## src/rtl/intra16_mode_ctrl.sv

```systemverilog
// Sequencer and mode decision for the 16x16 luma intra predictor: streams 16 rows,
// accumulates one SAD per mode (V/H/DC) and registers the cheapest enabled mode.
module intra16_mode_ctrl #(
  parameter int unsigned PW = 8
) (
  input  logic             clk,
  input  logic             reset,
  input  logic             start,
  input  logic             top_avail,
  input  logic             left_avail,
  output logic             pred_enable,
  output logic [3:0]       row_idx,
  output logic             row_req,
  input  logic [16*PW-1:0] src_row,
  input  logic [16*PW-1:0] vpred_row,
  input  logic [16*PW-1:0] hpred_row,
  input  logic [16*PW-1:0] dcpred_row,
  output logic             busy,
  output logic             done,
  output logic [1:0]       best_mode,
  output logic [15:0]      best_sad
);

  typedef enum logic [2:0] {StIdle, StPred, StScan, StDrain, StDecide} state_e;

  state_e      state_q, state_d;
  logic [3:0]  row_idx_q, row_idx_d;
  logic        pred_enable_q, pred_enable_d;
  logic        row_req_q, row_req_d;
  logic        busy_q, busy_d;
  logic        done_q, done_d;
  logic        rd_vld_q;
  logic        top_q, left_q;
  logic [15:0] v_acc_q, h_acc_q, dc_acc_q;
  logic [1:0]  best_mode_q, best_mode_d;
  logic [15:0] best_sad_q, best_sad_d;
  logic [11:0] v_sad, h_sad, dc_sad;
  logic        accept;

  function automatic logic [11:0] row_sad(input logic [16*PW-1:0] a, input logic [16*PW-1:0] b);
    logic [11:0] s;
    logic [PW:0] d;
    s = '0;
    for (int c = 0; c < 16; c++) begin
      d = {1'b0, a[PW*c +: PW]} - {1'b0, b[PW*c +: PW]};
      if (d[PW]) d = -d;
      s = s + 12'(d);
    end
    return s;
  endfunction

  assign v_sad  = row_sad(src_row, vpred_row);
  assign h_sad  = row_sad(src_row, hpred_row);
  assign dc_sad = row_sad(src_row, dcpred_row);
  assign accept = (state_q == StIdle) && start;

  always_ff @(posedge clk or posedge reset) begin
    if (reset) begin
      state_q       <= StIdle;
      row_idx_q     <= '0;
      pred_enable_q <= 1'b0;
      row_req_q     <= 1'b0;
      busy_q        <= 1'b0;
      done_q        <= 1'b0;
      rd_vld_q      <= 1'b0;
      top_q         <= 1'b0;
      left_q        <= 1'b0;
      v_acc_q       <= '0;
      h_acc_q       <= '0;
      dc_acc_q      <= '0;
      best_mode_q   <= '0;
      best_sad_q    <= '0;
    end else begin
      state_q       <= state_d;
      row_idx_q     <= row_idx_d;
      pred_enable_q <= pred_enable_d;
      row_req_q     <= row_req_d;
      busy_q        <= busy_d;
      done_q        <= done_d;
      rd_vld_q      <= row_req_q;
      best_mode_q   <= best_mode_d;
      best_sad_q    <= best_sad_d;
      if (accept) begin
        top_q    <= top_avail;
        left_q   <= left_avail;
        v_acc_q  <= '0;
        h_acc_q  <= '0;
        dc_acc_q <= '0;
      end else if (rd_vld_q) begin
        // Row data lags the request by one cycle.
        v_acc_q  <= v_acc_q + 16'(v_sad);
        h_acc_q  <= h_acc_q + 16'(h_sad);
        dc_acc_q <= dc_acc_q + 16'(dc_sad);
      end
    end
  end

  always_comb begin
    state_d = state_q;
    unique case (state_q)
      StIdle:   if (start) state_d = StPred;
      StPred:   state_d = StScan;
      StScan:   if (row_idx_q == 4'd15) state_d = StDrain;
      StDrain:  state_d = StDecide;
      StDecide: state_d = StIdle;
      default:  state_d = StIdle;
    endcase
  end

  // Outputs are precomputed from the next state so every port comes straight from a flop.
  always_comb begin
    pred_enable_d = (state_d == StPred);
    row_req_d     = (state_d == StScan);
    busy_d        = (state_d != StIdle);
    done_d        = (state_q == StDecide);
    row_idx_d     = (state_q == StScan) ? row_idx_q + 4'd1 : row_idx_q;
    best_mode_d   = best_mode_q;
    best_sad_d    = best_sad_q;
    if (state_q == StDecide) begin
      // Evaluated DC -> H -> V with <= so ties go to the lower mode number.
      best_mode_d = 2'd2;
      best_sad_d  = dc_acc_q;
      if (left_q && (h_acc_q <= best_sad_d)) begin
        best_mode_d = 2'd1;
        best_sad_d  = h_acc_q;
      end
      if (top_q && (v_acc_q <= best_sad_d)) begin
        best_mode_d = 2'd0;
        best_sad_d  = v_acc_q;
      end
    end
  end

  assign pred_enable = pred_enable_q;
  assign row_idx     = row_idx_q;
  assign row_req     = row_req_q;
  assign busy        = busy_q;
  assign done        = done_q;
  assign best_mode   = best_mode_q;
  assign best_sad    = best_sad_q;

endmodule
```

## config.mk

```make
export PLATFORM = sky130hd
export DESIGN_NAME = intra16_mode_ctrl
export DESIGN_NICKNAME = d
export VERILOG_FILES = /design/src/rtl/intra16_mode_ctrl.sv
export SDC_FILE = /design/constraint.sdc
export NUM_CORES = 2
export LEC_CHECK = 0
export ABC_CLOCK_PERIOD_IN_PS = 5300
export CORE_ASPECT_RATIO = 0.8
export CORE_MARGIN = 1
export CORE_UTILIZATION = 25
export CTS_CLUSTER_SIZE = 10
export DETAILED_ROUTE_END_ITERATION = 12
export PLACE_DENSITY_LB_ADDON = 0.05
export RECOVER_POWER = 100
export SYNTH_ARGS = -nofsm -noshare
export SYNTH_HDL_FRONTEND = slang
export SYNTH_SLANG_ARGS = --single-unit
```

## constraint.sdc

```tcl
create_clock -name clk -period 5.3 [get_ports clk]
set_clock_uncertainty 0.2 [all_clocks]
set_input_delay 0.795 -clock clk [delete_from_list [all_inputs] [get_ports clk]]
set_output_delay 0.795 -clock clk [all_outputs]
set_load 0.05 [all_outputs]
```

## Word level (Yosys, flattened, before mapping)

Cells that the tools add are included.

- Register bits after elaboration: 80
- Bits in latches: 0
- RAM bits: 0
- Bits in read-only memories: 0
- Output and inout port bits: 26
- Word-level logic and storage cells: 236
- Memories kept: 0

- Add/subtract/negate cells: 145
- Multipliers: 0
- Div/mod/pow operators: 0
- Magnitude comparators: 2
- Equality and inequality tests: 7
- Shifts and indexed selects: 0
- Mux-type cells: 62
- Bitwise operators: 0
- Reduce and logical (&&, ||, !) cells: 6

Operator list:

| kind | count |
|---|---|
| adder 12 x 9 -> 12 bit | 36 |
| 2-to-1 mux 9 bit | 48 |
| negator 9 bit | 48 |
| subtractor 8 x 8 -> 9 bit | 48 |
| 2-to-1 mux 16 bit | 9 |
| adder 16 x 12 -> 16 bit | 3 |
| adder 11 x 9 -> 12 bit | 3 |
| adder 10 x 9 -> 11 bit | 3 |
| <= comparator 16 bit | 2 |
| adder 9 x 9 -> 10 bit | 3 |
| case mux 3 bit (4 select lines) | 1 |
| == test 3 x 2 -> 1 bit, second input constant | 3 |
| == test 3 x 1 -> 1 bit, second input constant | 2 |
| 2-to-1 mux 3 bit | 2 |
| adder 4 x 1 -> 4 bit, second input constant | 1 |
| == test 4 bit, second input constant | 1 |
| 2-to-1 mux 2 bit | 2 |
| == test 3 bit, second input constant | 1 |
| logical AND 1 bit | 3 |
| logical NOT 3 bit | 1 |
| nonzero test 3 bit | 1 |
| nonzero test 2 bit | 1 |

## Logic depth before layout (Yosys ltp)

- Depth in word-level cells: 21
- Gate-level depth with buffers: 36
- Depth with buffers taken out: 36

## Worst setup path before layout

OpenSTA, ideal clock, no wires.

- Path kind: input -> register
- Start point: in src_row[64]
- End point: reg dc_acc_q[11]
- Setup time: 0.126 ns
- Data arrival time: 8.786 ns
- Required time: 4.974 ns
- Path slack: -3.812 ns
- Cell stages on the path: 35
- Path through: inv_1 > ha_1 > inv_1 > fa_1 > a211oi_1 > o21ai_0 > a21o_1 > a21o_1 > clkbuf_1 > nor2_1 > xor2_1 > fa_1 > inv_1 > fa_1 > fa_1 > fa_1 > inv_1 > fa_1 > fa_1 > inv_1 > ha_1 > fa_1 > a21o_1 > a21oi_1 > nor2b_1 > o21a_1 > nor2_1 > xnor2_1 > ha_1 > and4_1 > a211o_1 > a21oi_1 > o21ai_0 > nor4b_1 > a311o_1

- Cells in the longest elaborated chain, start to end: 14

RTL lines:

| item | line | source |
|---|---|---|
| start, declared | 14 | `input logic [16*PW-1:0] src_row,` |
| subtractor 8 x 8 -> 9 bit * | 45 | `d = {1'b0, a[PW*c +: PW]} - {1'b0, b[PW*c +: PW]};` |
| negator 9 bit | 46 | `if (d[PW]) d = -d;` |
| 2-to-1 mux 9 bit * | 46 |  |
| adder 12 x 9 -> 12 bit * (8 in a row) | 47 | `s = s + 12'(d);` |
| adder 16 x 12 -> 16 bit * | 93 | `dc_acc_q <= dc_acc_q + 16'(dc_sad);` |
| 2-to-1 mux 16 bit * | 89 | `end else if (rd_vld_q) begin` |
| 2-to-1 mux 16 bit * | 83 | `if (accept) begin` |
| end signal, assigned | 93 |  |
| end, declared | 34 | `logic [15:0] v_acc_q, h_acc_q, dc_acc_q;` |

Every way passes the cells marked *; elsewhere a longest branch is shown, timed or not. The select of a mux whose other input is x is not followed.
A chain may end at the register's enable or synchronous reset.

## Worst setup path in the final report

- Start point: in src_row[32]
- End point: reg v_acc_q[11]

- Cells in the longest elaborated chain, start to end: 18

RTL lines:

| item | line | source |
|---|---|---|
| subtractor 8 x 8 -> 9 bit * | 45 |  |
| negator 9 bit | 46 |  |
| 2-to-1 mux 9 bit * | 46 |  |
| adder 12 x 9 -> 12 bit * (12 in a row) | 47 |  |
| adder 16 x 12 -> 16 bit * | 91 | `v_acc_q <= v_acc_q + 16'(v_sad);` |
| 2-to-1 mux 16 bit * | 89 |  |
| 2-to-1 mux 16 bit * | 83 |  |
| end signal, assigned | 91 |  |
| end, declared | 34 |  |

Marked as above.

==> metrics.md <==
| Metric | Value |
|---|---|
| Outcome | `complete, but fails checks` |
| Failing checks | `DRC, capacitance limit, slew limit, setup timing` |
| Startpoint Class | `input pin` |
| Share of layout cells above drive strength 1 | `39.9%` |
| Ranking of synthesized cells by area | `fa_1, ha_1, inv_1` |
| Mapped Avg Cell Area | `7.99 um^2` |
| Vias in the first global route | `45200` |
| Sequential share of the synthesized area | `4.92%` |
| Full die area | `164000 um^2` |
| Final ANT Viol Nets | `0` |
| Longest Clk Path Bufs | `2` |
| Post-synth top cells | `inv_1, ha_1, nor2_1` |
| Setup violators final | `45` |
| Clk_lat worst skew | `between 0.3 and 0.4 ns` |
| Die H | `363 um` |
| Leading area contributor after synthesis | `fa_1` |
| 1st-iter DRT viols | `1970` |
| CP most frequent cell | `fa_1` |
| Row cnt | `132` |
| Worst path max stage delay | `0.67 ns` |
| Buffer type at the clock tree root | `clkbuf_16` |
| Gr ovfl total | `0` |
| GPL Wtd Cong | `about 0.91` |
| CTS sink count | `80` |
| Rel. slew slack | `-25.9%` |
| Residual DRC count | `2` |
| First-pass GRT wire length | `280 mm` |
| DR vias | `43400` |
| CP Class | `input pin to flop` |
| Detailed Place HPWL | `169 mm` |
| Post-synth EDFFs | `0` |
| Placed Cells | `between 9000 and 10000` |
| CP required | `5.34 ns` |
| Final setup margin | `-3.46 ns` |
| Peak Freq | `around 110 MHz` |
| Internal reg-to-reg setup slack | `between 0.6 and 0.7 ns` |
| Hold Vio Cnt, Final | `0` |
| Initial antenna violation count | `5` |
| Clk slew on worst S/H paths | `0.07 ns` |
| FFs w/ async S/R, synth | `100%` |
| Num ports | `543` |
| DRT Wirelength | `between 150 and 200 mm` |
| CP top delay family | `adder cells` |
| WHS | `0.232 ns` |
| Starting Density | `25.2%` |
| Mapped cell area | `40700 um^2` |
| Layout Area Growth over Synthesis | `68.3%` |
| RSZ-0062 raised after global routing | `true` |
| Synth unique cells | `77` |
| Crit-path max FO | `5` |
| Period utilization | `165%` |
| Seq cells post-synth | `80` |
| Vias per cell | `4.58` |
| Fill cells | `between 15000 and 20000` |
| Max Slew Vio Count | `40` |
| H-tree Lvls | `3` |
| Total core area | `162000 um^2` |
| Total CTS buffers | `9` |
| CP bufs+invs | `8` |
| Yosys warnings | `0` |
| Maxcap violations | `1` |
| Worst EP arrival | `8.79 ns` |
| All-Layer GR Usage | `22.5%` |
| Final net count | `8815` |
| Width of the chip | `approximately 450 um` |
| CTS tree | `yes` |
| Most common cell in the synthesized netlist | `inv_1` |
| Ys flop type | `dfrtp_1` |
| Avg WL per Cell | `~20 um` |
| Largest net degree at the start of global routing | `43` |
| Number of port buffers | `542` |
| Cells after Synth | `5094` |
| Worst Setup End Kind | `flop` |
| Slowest library cell on the worst path | `fa_2` |
| Tmin final | `roughly 9 ns` |
| Cts hold-fix bufs | `0` |
| Worst slew pin tran | `~1.9 ns` |
| 1st-pass router iterations | `9` |
| Hold Path Class | `flop to flop` |
| Post-Syn Nets | `roughly 6600` |
| Top cell type's share of synthesized area | `20.5%` |
| Final std cells w/o fill | `9471` |
-- worst paths after layout --
kind | end | startpoint | cells past startpoint
min in group asynchronous | pred_enable$_DFF_PP0_ | reset | 2
hold / removal | rd_vld_q$_DFF_PP0_ | row_req$_DFF_PP0_ | 0
setup / recovery | v_acc_q[11]$_DFFE_PP0P_ | src_row[32] | 34
setup reg to reg | best_sad[15]$_DFFE_PP0P_ | h_acc_q[15]$_DFFE_PP0P_ | 14
hold reg to reg | rd_vld_q$_DFF_PP0_ | row_req$_DFF_PP0_ | 0
max in group asynchronous | dc_acc_q[14]$_DFFE_PP0P_ | reset | 3
-- registers in the layout, summed over array words and instances, names as in the netlist, 2 cells and up --
signal	count
best_mode	2
dc_acc_q	16
row_idx	4
state_q	3
h_acc_q	16
v_acc_q	16
best_sad	16
-- cells in the final DEF (no fill, tap or decap), drive strengths merged, types with 80 or more instances in the layout --
cell and n:
fa 417, a21o 145, xor2 246, a211oi 124, o21a 96, nor2 439
dfrtp 80, inv 939, nand2 182, dlygate4sd2 130, a31oi 82, nand3 92
buf 1756, ha 561, clkdlybuf4s50 306, a21oi 320, xnor2 336, o21ai 232
-- cell type report --
cell class	count	area, um^2	area share [%]
antenna	2	5.00	0.00731
clock buffer	10	229	0.334
clock inverter	6	67.6	0.0986
inverter	942	3680	5.37
multi-input combinational	4025	41100	60.1
sequential	80	2000	2.92
tap	2144	2680	3.92
timing repair buffer	2262	18700	27.3
-- cells by family after synthesis --
kind of cell | synth area share (%)
XOR/XNOR | 12.5
AND/OR/NAND/NOR | 13.9
buffers and inverters | 9.17
AO/OA/AOI/OAI | 20.3
multiplexers | 1.50
adder cells (fa/ha/maj) | 37.8
flip-flops | 4.92
-- per-layer routing --
| layer | GRT usage (%) | up-vias | wire [um] |
|---|---|---|---|
| li1 | - | 21800 | - |
| met1 | 32.9 | 20900 | 93600 |
| met2 | 37.4 | 656 | 86300 |
| met3 | 1.17 | 78 | 5670 |
| met4 | 2.57 | 2 | 2550 |
| met5 | 0 | - | 13 |
-- through the flow --
stage               utilization (%)  setup TNS [ns]  area, um^2  setup slack (ns)
global placement               38.3         -169.54       61800             -4.43
CTS                            41.3         -125.28       66800             -3.46
global route                   42.4         -136.23       68500             -3.75
finish                         42.4         -125.26       68500             -3.46
floorplan                         -         -106.66       42200             -3.17
detailed placement             38.3         -169.56       61800             -4.46
-- timing repair --
item | CTS | global route
gates cloned | 0 | 0
pin swaps | 646 | 251
endpoints found under the setup margin | 45 | 47
setup buffers | 160 | 37
gates resized for setup | 1227 | 338
Power is left out: the tool's default activity adds up to more than one toggle a clock period on the data nets, which glitch-free logic cannot reach.
